<file path="src/rtl/seq_pkg.sv">
// Shared types and constants for the instruction sequencer and its helpers.
package seq_pkg;

    typedef enum logic [2:0] {
        StIdle,
        StFetch,
        StDecode,
        StExec,
        StHalt,
        StFault
    } state_e;

    localparam logic [3:0] OP_NOP  = 4'hE;
    localparam logic [3:0] OP_HALT = 4'hF;

    localparam logic [1:0] FAULT_NONE     = 2'b00;
    localparam logic [1:0] FAULT_ILLEGAL  = 2'b01;
    localparam logic [1:0] FAULT_EXEC_TO  = 2'b10;
    localparam logic [1:0] FAULT_FETCH_TO = 2'b11;

    // States in which the sequencer waits on an external handshake.
    function automatic logic is_wait_state(input state_e s);
        return (s == StFetch) || (s == StExec);
    endfunction

endpackage

</file>
<file path="src/rtl/seq_watchdog.sv">
// Handshake watchdog: counts cycles spent waiting and flags the cycle in which
// the TIMEOUT-th waiting cycle is reached. TIMEOUT of 0 disables it.
module seq_watchdog #(
    parameter int unsigned TIMEOUT = 255
) (
    input  logic clk,
    input  logic rst,
    input  logic clear,
    input  logic enable,
    output logic expired
);

    localparam int unsigned CW = (TIMEOUT > 1) ? $clog2(TIMEOUT) : 1;
    localparam logic [CW-1:0] LAST = CW'(TIMEOUT - 1);

    logic [CW-1:0] count_q;

    always_ff @(posedge clk or negedge rst) begin
        if (!rst) begin
            count_q <= '0;
        end else if (clear) begin
            count_q <= '0;
        end else if (enable && (count_q != LAST)) begin
            count_q <= count_q + 1'b1;
        end
    end

    assign expired = (TIMEOUT != 0) && enable && (count_q == LAST);

endmodule

</file>
<file path="src/rtl/instr_sequencer.sv">
// Fetch/decode/dispatch controller: fetches 16-bit instructions, starts the
// matching execution unit, and advances or loads the PC when it completes.
module instr_sequencer
    import seq_pkg::*;
#(
    parameter int unsigned PC_W      = 8,
    parameter int unsigned NUM_UNITS = 4,
    parameter int unsigned TIMEOUT   = 255
) (
    input  logic                 clk,
    input  logic                 rst,
    input  logic                 run,
    output logic [PC_W-1:0]      imem_addr,
    output logic                 imem_req,
    input  logic                 imem_ack,
    input  logic [15:0]          imem_data,
    output logic [15:0]          instruction,
    output logic [NUM_UNITS-1:0] unit_start,
    input  logic [NUM_UNITS-1:0] unit_done,
    input  logic                 pc_load,
    input  logic [PC_W-1:0]      pc_load_val,
    output logic                 busy,
    output logic                 halted,
    output logic                 fault,
    output logic [1:0]           fault_code,
    output logic [15:0]          retired
);

    state_e          state_q;
    logic [PC_W-1:0] pc_q;

    logic [3:0]           opcode;
    logic [NUM_UNITS-1:0] op_onehot;
    logic                 op_is_unit;
    logic                 done_sel;
    logic [PC_W-1:0]      pc_inc;
    logic                 wd_clear;
    logic                 wd_enable;
    logic                 wd_expired;

    assign opcode     = instruction[15:12];
    assign op_onehot  = NUM_UNITS'(1) << opcode;
    assign op_is_unit = 32'(opcode) < NUM_UNITS;
    assign done_sel   = |(unit_done & op_onehot);
    assign pc_inc     = pc_q + 1'b1;
    assign imem_addr  = pc_q;

    // Counter restarts whenever a wait state is left, so every entry to
    // FETCH or EXEC sees a fresh count even on back-to-back EXEC -> FETCH.
    assign wd_enable = is_wait_state(state_q);
    assign wd_clear  = !wd_enable
                     || ((state_q == StFetch) && imem_ack)
                     || ((state_q == StExec) && done_sel);

    seq_watchdog #(
        .TIMEOUT (TIMEOUT)
    ) u_watchdog (
        .clk     (clk),
        .rst     (rst),
        .clear   (wd_clear),
        .enable  (wd_enable),
        .expired (wd_expired)
    );

    always_ff @(posedge clk or negedge rst) begin
        if (!rst) begin
            state_q     <= StIdle;
            pc_q        <= '0;
            instruction <= '0;
            retired     <= '0;
            imem_req    <= 1'b0;
            unit_start  <= '0;
            busy        <= 1'b0;
            halted      <= 1'b0;
            fault       <= 1'b0;
            fault_code  <= FAULT_NONE;
        end else begin
            unit_start <= '0;
            unique case (state_q)
                StIdle: begin
                    if (run) begin
                        state_q  <= StFetch;
                        imem_req <= 1'b1;
                        busy     <= 1'b1;
                    end
                end
                StFetch: begin
                    if (imem_ack) begin
                        instruction <= imem_data;
                        imem_req    <= 1'b0;
                        state_q     <= StDecode;
                    end else if (wd_expired) begin
                        imem_req   <= 1'b0;
                        busy       <= 1'b0;
                        fault      <= 1'b1;
                        fault_code <= FAULT_FETCH_TO;
                        state_q    <= StFault;
                    end
                end
                StDecode: begin
                    if (op_is_unit) begin
                        unit_start <= op_onehot;
                        state_q    <= StExec;
                    end else if (opcode == OP_NOP) begin
                        pc_q     <= pc_inc;
                        retired  <= retired + 16'd1;
                        state_q  <= run ? StFetch : StIdle;
                        imem_req <= run;
                        busy     <= run;
                    end else if (opcode == OP_HALT) begin
                        halted  <= 1'b1;
                        busy    <= 1'b0;
                        state_q <= StHalt;
                    end else begin
                        busy       <= 1'b0;
                        fault      <= 1'b1;
                        fault_code <= FAULT_ILLEGAL;
                        state_q    <= StFault;
                    end
                end
                StExec: begin
                    // Completion beats a watchdog expiry in the same cycle.
                    if (done_sel) begin
                        pc_q     <= pc_load ? pc_load_val : pc_inc;
                        retired  <= retired + 16'd1;
                        state_q  <= run ? StFetch : StIdle;
                        imem_req <= run;
                        busy     <= run;
                    end else if (wd_expired) begin
                        busy       <= 1'b0;
                        fault      <= 1'b1;
                        fault_code <= FAULT_EXEC_TO;
                        state_q    <= StFault;
                    end
                end
                StHalt, StFault: begin
                end
                default: begin
                    state_q <= StIdle;
                end
            endcase
        end
    end

endmodule

</file>
<file path="config.mk">
export PLATFORM = sky130hd
export DESIGN_NAME = instr_sequencer
export DESIGN_NICKNAME = d
export VERILOG_FILES = /design/src/rtl/seq_pkg.sv /design/src/rtl/seq_watchdog.sv /design/src/rtl/instr_sequencer.sv
export SDC_FILE = /design/constraint.sdc
export NUM_CORES = 1
export LEC_CHECK = 0
export CAP_MARGIN = 15
export CORE_AREA = 8 8 102 104
export CTS_CLUSTER_SIZE = 28
export DETAILED_ROUTE_END_ITERATION = 10
export DIE_AREA = 0 0 110 112
export GPL_TIMING_DRIVEN = 0
export PLACE_DENSITY = 0.69
export RECOVER_POWER = 25
export SETUP_SLACK_MARGIN = 0.02
export SLEW_MARGIN = 15
export SYNTH_ARGS = -nofsm -noshare
export SYNTH_HDL_FRONTEND = slang
export SYNTH_SLANG_ARGS = --single-unit
export TNS_END_PERCENT = 30
</file>
<file path="constraint.sdc">
create_clock -name clk -period 2.1 [get_ports clk]
set_input_delay 0.42 -clock clk [delete_from_list [all_inputs] [get_ports clk]]
set_output_delay 0.42 -clock clk [all_outputs]
set_load 0.05 [all_outputs]
</file>
Yosys cells after proc, flatten, opt, wreduce, memory -nomap -nowiden
Cells that the tools add are included.
- register bits after elaboration: 61
- input bits: 33
- word-level logic and storage cells: 113
- $add $sub $neg: 3
- magnitude comparators: 1
- equal/unequal tests: 20
- shift operators: 1
- multiplexer cells: 50
- bitwise operators: 4
- reductions and logical operators: 23
- operators by type and width (operator ; count):
    $mux 16 ; 3
    $mux 8 ; 6
    $pmux 16 s2 ; 1
    $mux 1 ; 19
    $mux 3 ; 6
    $add 16x1->16 const B ; 1
    $add 8x1->8 const B ; 2
    $ne 2x2->1 const B ; 8
    $pmux 8 s2 ; 1
    $pmux 3 s5 ; 1
    $mux 2 ; 7
    $reduce_and 4->1 ; 3
    $reduce_and 6->1 ; 2
    $eq 4x4->1 const B ; 2
    $eq 8x8->1 const B ; 1
    $mux 4 ; 2
    $ne 8x8->1 const B ; 1
    $pmux 1 s4 ; 2
    $reduce_and 8->1 ; 1
    $eq 3x2->1 const B ; 2
    $eq 3x3->1 const B ; 2
    $pmux 2 s3 ; 1
    $and 4x4->4 ; 1
    $logic_and 1x1->1 ; 4
    other kinds (16) ; 23

Longest topological paths before layout
- depth in word-level cells: 6
- gate-level depth with buffers: 7

Modules after synthesis
Synthesis repeated with hierarchy kept, for this count alone.
- cells, all modules: 300
- area, all modules: 3164.3 um2
- modules (own cells, without submodules) (module ; instances ; cells an instance ; area each (um2) ; seq. area each (um2)):
    instr_sequencer ; 1 ; 250 ; 2655.0 ; 1326.3
    seq_watchdog ; 1 ; 50 ; 509.2 ; 200.2

Worst setup path after synthesis
OpenSTA, ideal clock, no wires.
- path type: register -> register
- from: register instruction[12]
- to: register retired[1]
- arrival time: 2100 ps
- setup slack: -125 ps
- stages on the path, launching flop included: 6
- buffers on the path: 1
- path through: dfrtp_1 buf_6 mux4_2 a32oi_4 nor2_4 mux2_4
- cells in the longest elaborated chain, start to end: 5
- RTL lines (item ; line ; text):
    start, declared ; instr_sequencer.sv:17 ; output logic [15:0] instruction,
    start signal, assigned ; instr_sequencer.sv:89 ; instruction <= imem_data;
    $shl 1x4->4 ; instr_sequencer.sv:42 ; assign op_onehot = NUM_UNITS'(1) << opcode;
    $and 4x4->4 ; instr_sequencer.sv:44 ; assign done_sel = |(unit_done & op_onehot);
    $reduce_or 4->1 ; instr_sequencer.sv:44 ;
    $ne 2x2->1 (no source line) ; - ;
    $reduce_and 4->1 (no source line) * ; - ;
    end signal, assigned ; instr_sequencer.sv:106 ; retired <= retired + 16'd1;
    end signal, assigned ; instr_sequencer.sv:125 ; retired <= retired + 16'd1;
    end, declared ; instr_sequencer.sv:26 ; output logic [15:0] retired
Every way passes the cells marked *; elsewhere a longest branch is shown, timed or not.
A chain may end at the register's enable or synchronous reset.

Worst setup path after layout
- from: register pc_q[4], in the netlist imem_addr[4]
- to: output imem_addr[4]
- RTL lines (item ; line ; text):
    start, declared ; instr_sequencer.sv:30 ; logic [PC_W-1:0] pc_q;
    start signal, assigned ; instr_sequencer.sv:105 ; pc_q <= pc_inc;
    start signal, assigned ; instr_sequencer.sv:124 ; pc_q <= pc_load ? pc_load_val : pc_inc;
    end, declared ; instr_sequencer.sv:13 ; output logic [PC_W-1:0] imem_addr,
No word-level cell between the ends.

==> impl_metrics.json <==
{
  "postSynthCellCount": 294,
  "rrSetupSlack_ns": 0.07,
  "cp.required_ns": 1.68,
  "worst_slew_pin_slew_ns": 0.6268,
  "fin_crit_ns": 2.034,
  "p_int_uw": 3163,
  "crit_buf_inv": 1,
  "report.final.hold_viol_count": 0,
  "hp-start": "halted",
  "p_seq_share_pct": 30.4,
  "clkSinkCount": 61,
  "antenna_found_initial": 0,
  "syn_area_sq_um": 3104,
  "status": "completed",
  "syn-num-nets": 331,
  "pre_cts_ws_ns": -0.3851,
  "synth_top_area_cell": "dfrtp_1",
  "worstSetupPathType": "flop to output port",
  "netlist.area_leader.share_pct": 49.17,
  "ff_latch_area_sq_um": 1528,
  "drive_gt1_share_pct": 13.13,
  "synthTopCellsByCount": "61 x dfrtp_1, 18 x nor2_1, 16 x mux2_2, 16 x nand3_1, 15 x a21oi_1",
  "cts_max_level": 3,
  "gp_congestion": 0.8404,
  "areaGrowthSynthToFinish_pct": 39.34,
  "start_util_pct": 34.92,
  "clock_skew_ns": 0.01180,
  "core-area_sq_um": 8890,
  "ant_nets": 0,
  "port-buffer-count": 82,
  "max_freq_mhz": 491.5,
  "reg2reg_depth": 6,
  "yosysMostFrequentCell": "dfrtp_1",
  "drc": 0,
  "r2r_start": "u_watchdog.count_q[0]",
  "rsz0062_at_grt": "false",
  "peakVddDrop_mv": 0.7905,
  "vias": 2682,
  "postSynth.asyncResetShare_pct": 100.0,
  "syn_area_per_cell_sq_um": 10.56,
  "cp-end-kind": "output port",
  "start_kind": "flop",
  "cts_tree": "built",
  "grt-ovfl-total": 0,
  "path_max_fanout": 6,
  "slowest_delay_ns": 0.84,
  "ctsRootBufferMaster": "clkbuf_8",
  "finalWorstSetupSlack_ns": 0.06551,
  "synth_ff_type": "dfrtp_1",
  "dieHeight_um": 112,
  "final_cells": 507,
  "die_area_sq_um": 12320,
  "maxCapViolCount": 0,
  "sw_frac_of_total_pct": 45.89,
  "fin_nets": 428,
  "setup_viol": 0,
  "placed_cells": 488,
  "leakage_uw": 0.001905,
  "clk_pin_slew_ns": 0.07,
  "antenna_cells": 0,
  "synth_edf_count": 0,
  "cp.depth": 1,
  "cp.arrival_ns": 1.61,
  "slowest_stage": "clkdlybuf4s50_1",
  "p_per_area_nw_per_um2": 1351,
  "power_switching_uw": 2682,
  "ys_seq_elements": 61,
  "fillers": 844,
  "ys_types": 53,
  "routedWlPerCell_um": 16.17,
  "power_frac_comb_pct": 51.8,
  "crit_path_end": "imem_addr[4]",
  "slew_violations": 0,
  "clockBufferDepth": 2,
  "drt-total-wl_um": 8199,
  "cts_buffers": 9,
  "cp-startpoint": "imem_addr[4]",
  "drtIter0Drc": 211,
  "slew-limit-headroom_pct": 58.21,
  "grt.total_usage_pct": 13.62,
  "crit_family": "buffers and inverters",
  "grt_max_degree": 38,
  "ys_seq_area_share_pct": 49.17,
  "die_x_um": 110,
  "grt_pass1_vias": 2662,
  "rr_endpoint": "imem_req",
  "fin_crit_sh_pct": 96.88,
  "holdCritPathClass": "flop to flop",
  "viasPerCell": 5.290,
  "multiInputGateArea_sq_um": 1479,
  "worstPathCellList": "clkdlybuf4s50_1",
  "rows": 35,
  "ys_top_cells_by_area": "dfrtp_1 49%, mux2_2 5.8%, xor2_1 3.1%",
  "ios": 83,
  "dr.pass1.iters": 4,
  "hold_ws_ns": 0.4731,
  "grt_pass1_wl_um": 13430,
  "hpwl_um": 6056,
  "clockPowerShare_pct": 17.7,
  "ys_warn_count": 0,
  "insertion_delay_ns": 0.33
}
[how the worst min path moves through the flow]
| stage | cells past startpoint | endpoint | slack (ns) |
|---|---|---|---|
| final | 1 | halted | 0.47 |
| after global routing | 1 | retired[15] | 0.49 |
| after CTS | 1 | halted | 0.48 |
| after detailed placement | 1 | retired[8] | 0.35 |
| after global placement | 1 | halted | 0.46 |
| after floorplan | 0 | busy | 0.12 |
[registers in the layout (all words and copies together), names as in the netlist]
signal,count
instruction,16
retired,16
imem_addr,8
u_watchdog.count_q,8
unit_start,4
state_q,3
fault_code,2
busy,1
fault,1
halted,1
imem_req,1
[metal layers]
metal,vias to the layer above,part of all wire [%],GRT usage [%]
met5,-,0,0
met4,0,1.0,4.234
met3,6,8.2,4.968
met2,91,49,21.19
met1,1295,42,16.97
li1,1290,-,-
[layout by cell type (no fill, tap or decap), types with 3 or more instances in the layout]
master | synthesis | final
inv_1 | 9 | 9
nor2_1 | 18 | 16
nand4_1 | 11 | 11
ha_1 | 4 | 4
o21ai_0 | 11 | 11
a31oi_1 | 4 | 4
dfrtp_1 | 61 | 60
clkbuf_1 | 8 | 10
buf_6 | 3 | 3
dlymetal6s2s_1 | 0 | 9
and3_1 | 6 | 6
nand3_1 | 16 | 16
xnor2_1 | 7 | 7
o211ai_1 | 5 | 5
nor4_1 | 5 | 5
nand2_1 | 14 | 14
nor2_4 | 2 | 3
mux2_2 | 16 | 16
xor2_1 | 11 | 11
nand2b_1 | 6 | 6
a21oi_1 | 15 | 15
clkdlybuf4s50_1 | 0 | 70
o22ai_1 | 5 | 5
nor2b_1 | 4 | 4
buf_4 | 0 | 3
nor3_1 | 10 | 10
or3_1 | 3 | 3
clkbuf_8 | 0 | 10
[repair_timing]
| item | 4_1_cts | 5_1_grt |
|---|---|---|
| setup buffers | 0 | 2 |
| pin swaps | 0 | 1 |
| gates resized for setup | 4 | 12 |
| hold buffers | 1 | 0 |
| endpoints found under the setup margin | 13 | 33 |
| hold endpoints to repair | 24 | 0 |
[power by group through the flow]
| stage | sequential [uW] | clock, uW | combinational (uW) |
|---|---|---|---|
| 3_5_place_dp | 1800 | 0 | 2990 |
| 5_1_grt | 1830 | 1120 | 3220 |
| 6_report | 1780 | 1040 | 3030 |
| 2_1_floorplan | 2690 | 0 | 1110 |
| 3_3_place_gp | 1770 | 0 | 2960 |
| 4_1_cts | 1780 | 1080 | 3010 |
[area by class of cell]
class | count | area share, %
Sequential cell | 61 | 35.32
Multi-Input combinational cell | 209 | 34.19
Timing Repair Buffer | 86 | 20.08
Clock buffer | 12 | 3.356
Tap cell | 111 | 3.211
Buffer | 14 | 1.880
Clock inverter | 4 | 1.099
Inverter | 10 | 0.8678
[metrics by stage]
step | util, % | power (uW) | cell area, sq um | TNS [ns]
4_1_cts | 48.25 | 5861 | 4289 | 0
3_3_place_gp | 45.74 | 4731 | 4066 | -94.26
3_5_place_dp | 45.94 | 4786 | 4084 | -7.622
2_1_floorplan | - | 3800 | 3107 | 0
5_1_grt | 48.66 | 6170 | 4325 | 0
6_report | 48.66 | 5845 | 4325 | 0
[logic make-up (layout without fill, tap and decap cells)]
family          count (synthesis)  in the layout  share of synthesized area, %
buf+inv                        24            126                         3.748
compound gates                 61             61                         13.99
mux                            20             20                         7.658
simple gates                  106            106                         18.74
fa+ha+maj                       4              4                         1.612
xor+xnor                       18             18                         5.079
flops                          61             61                         49.17
Power figures use the tool's default switching activity.
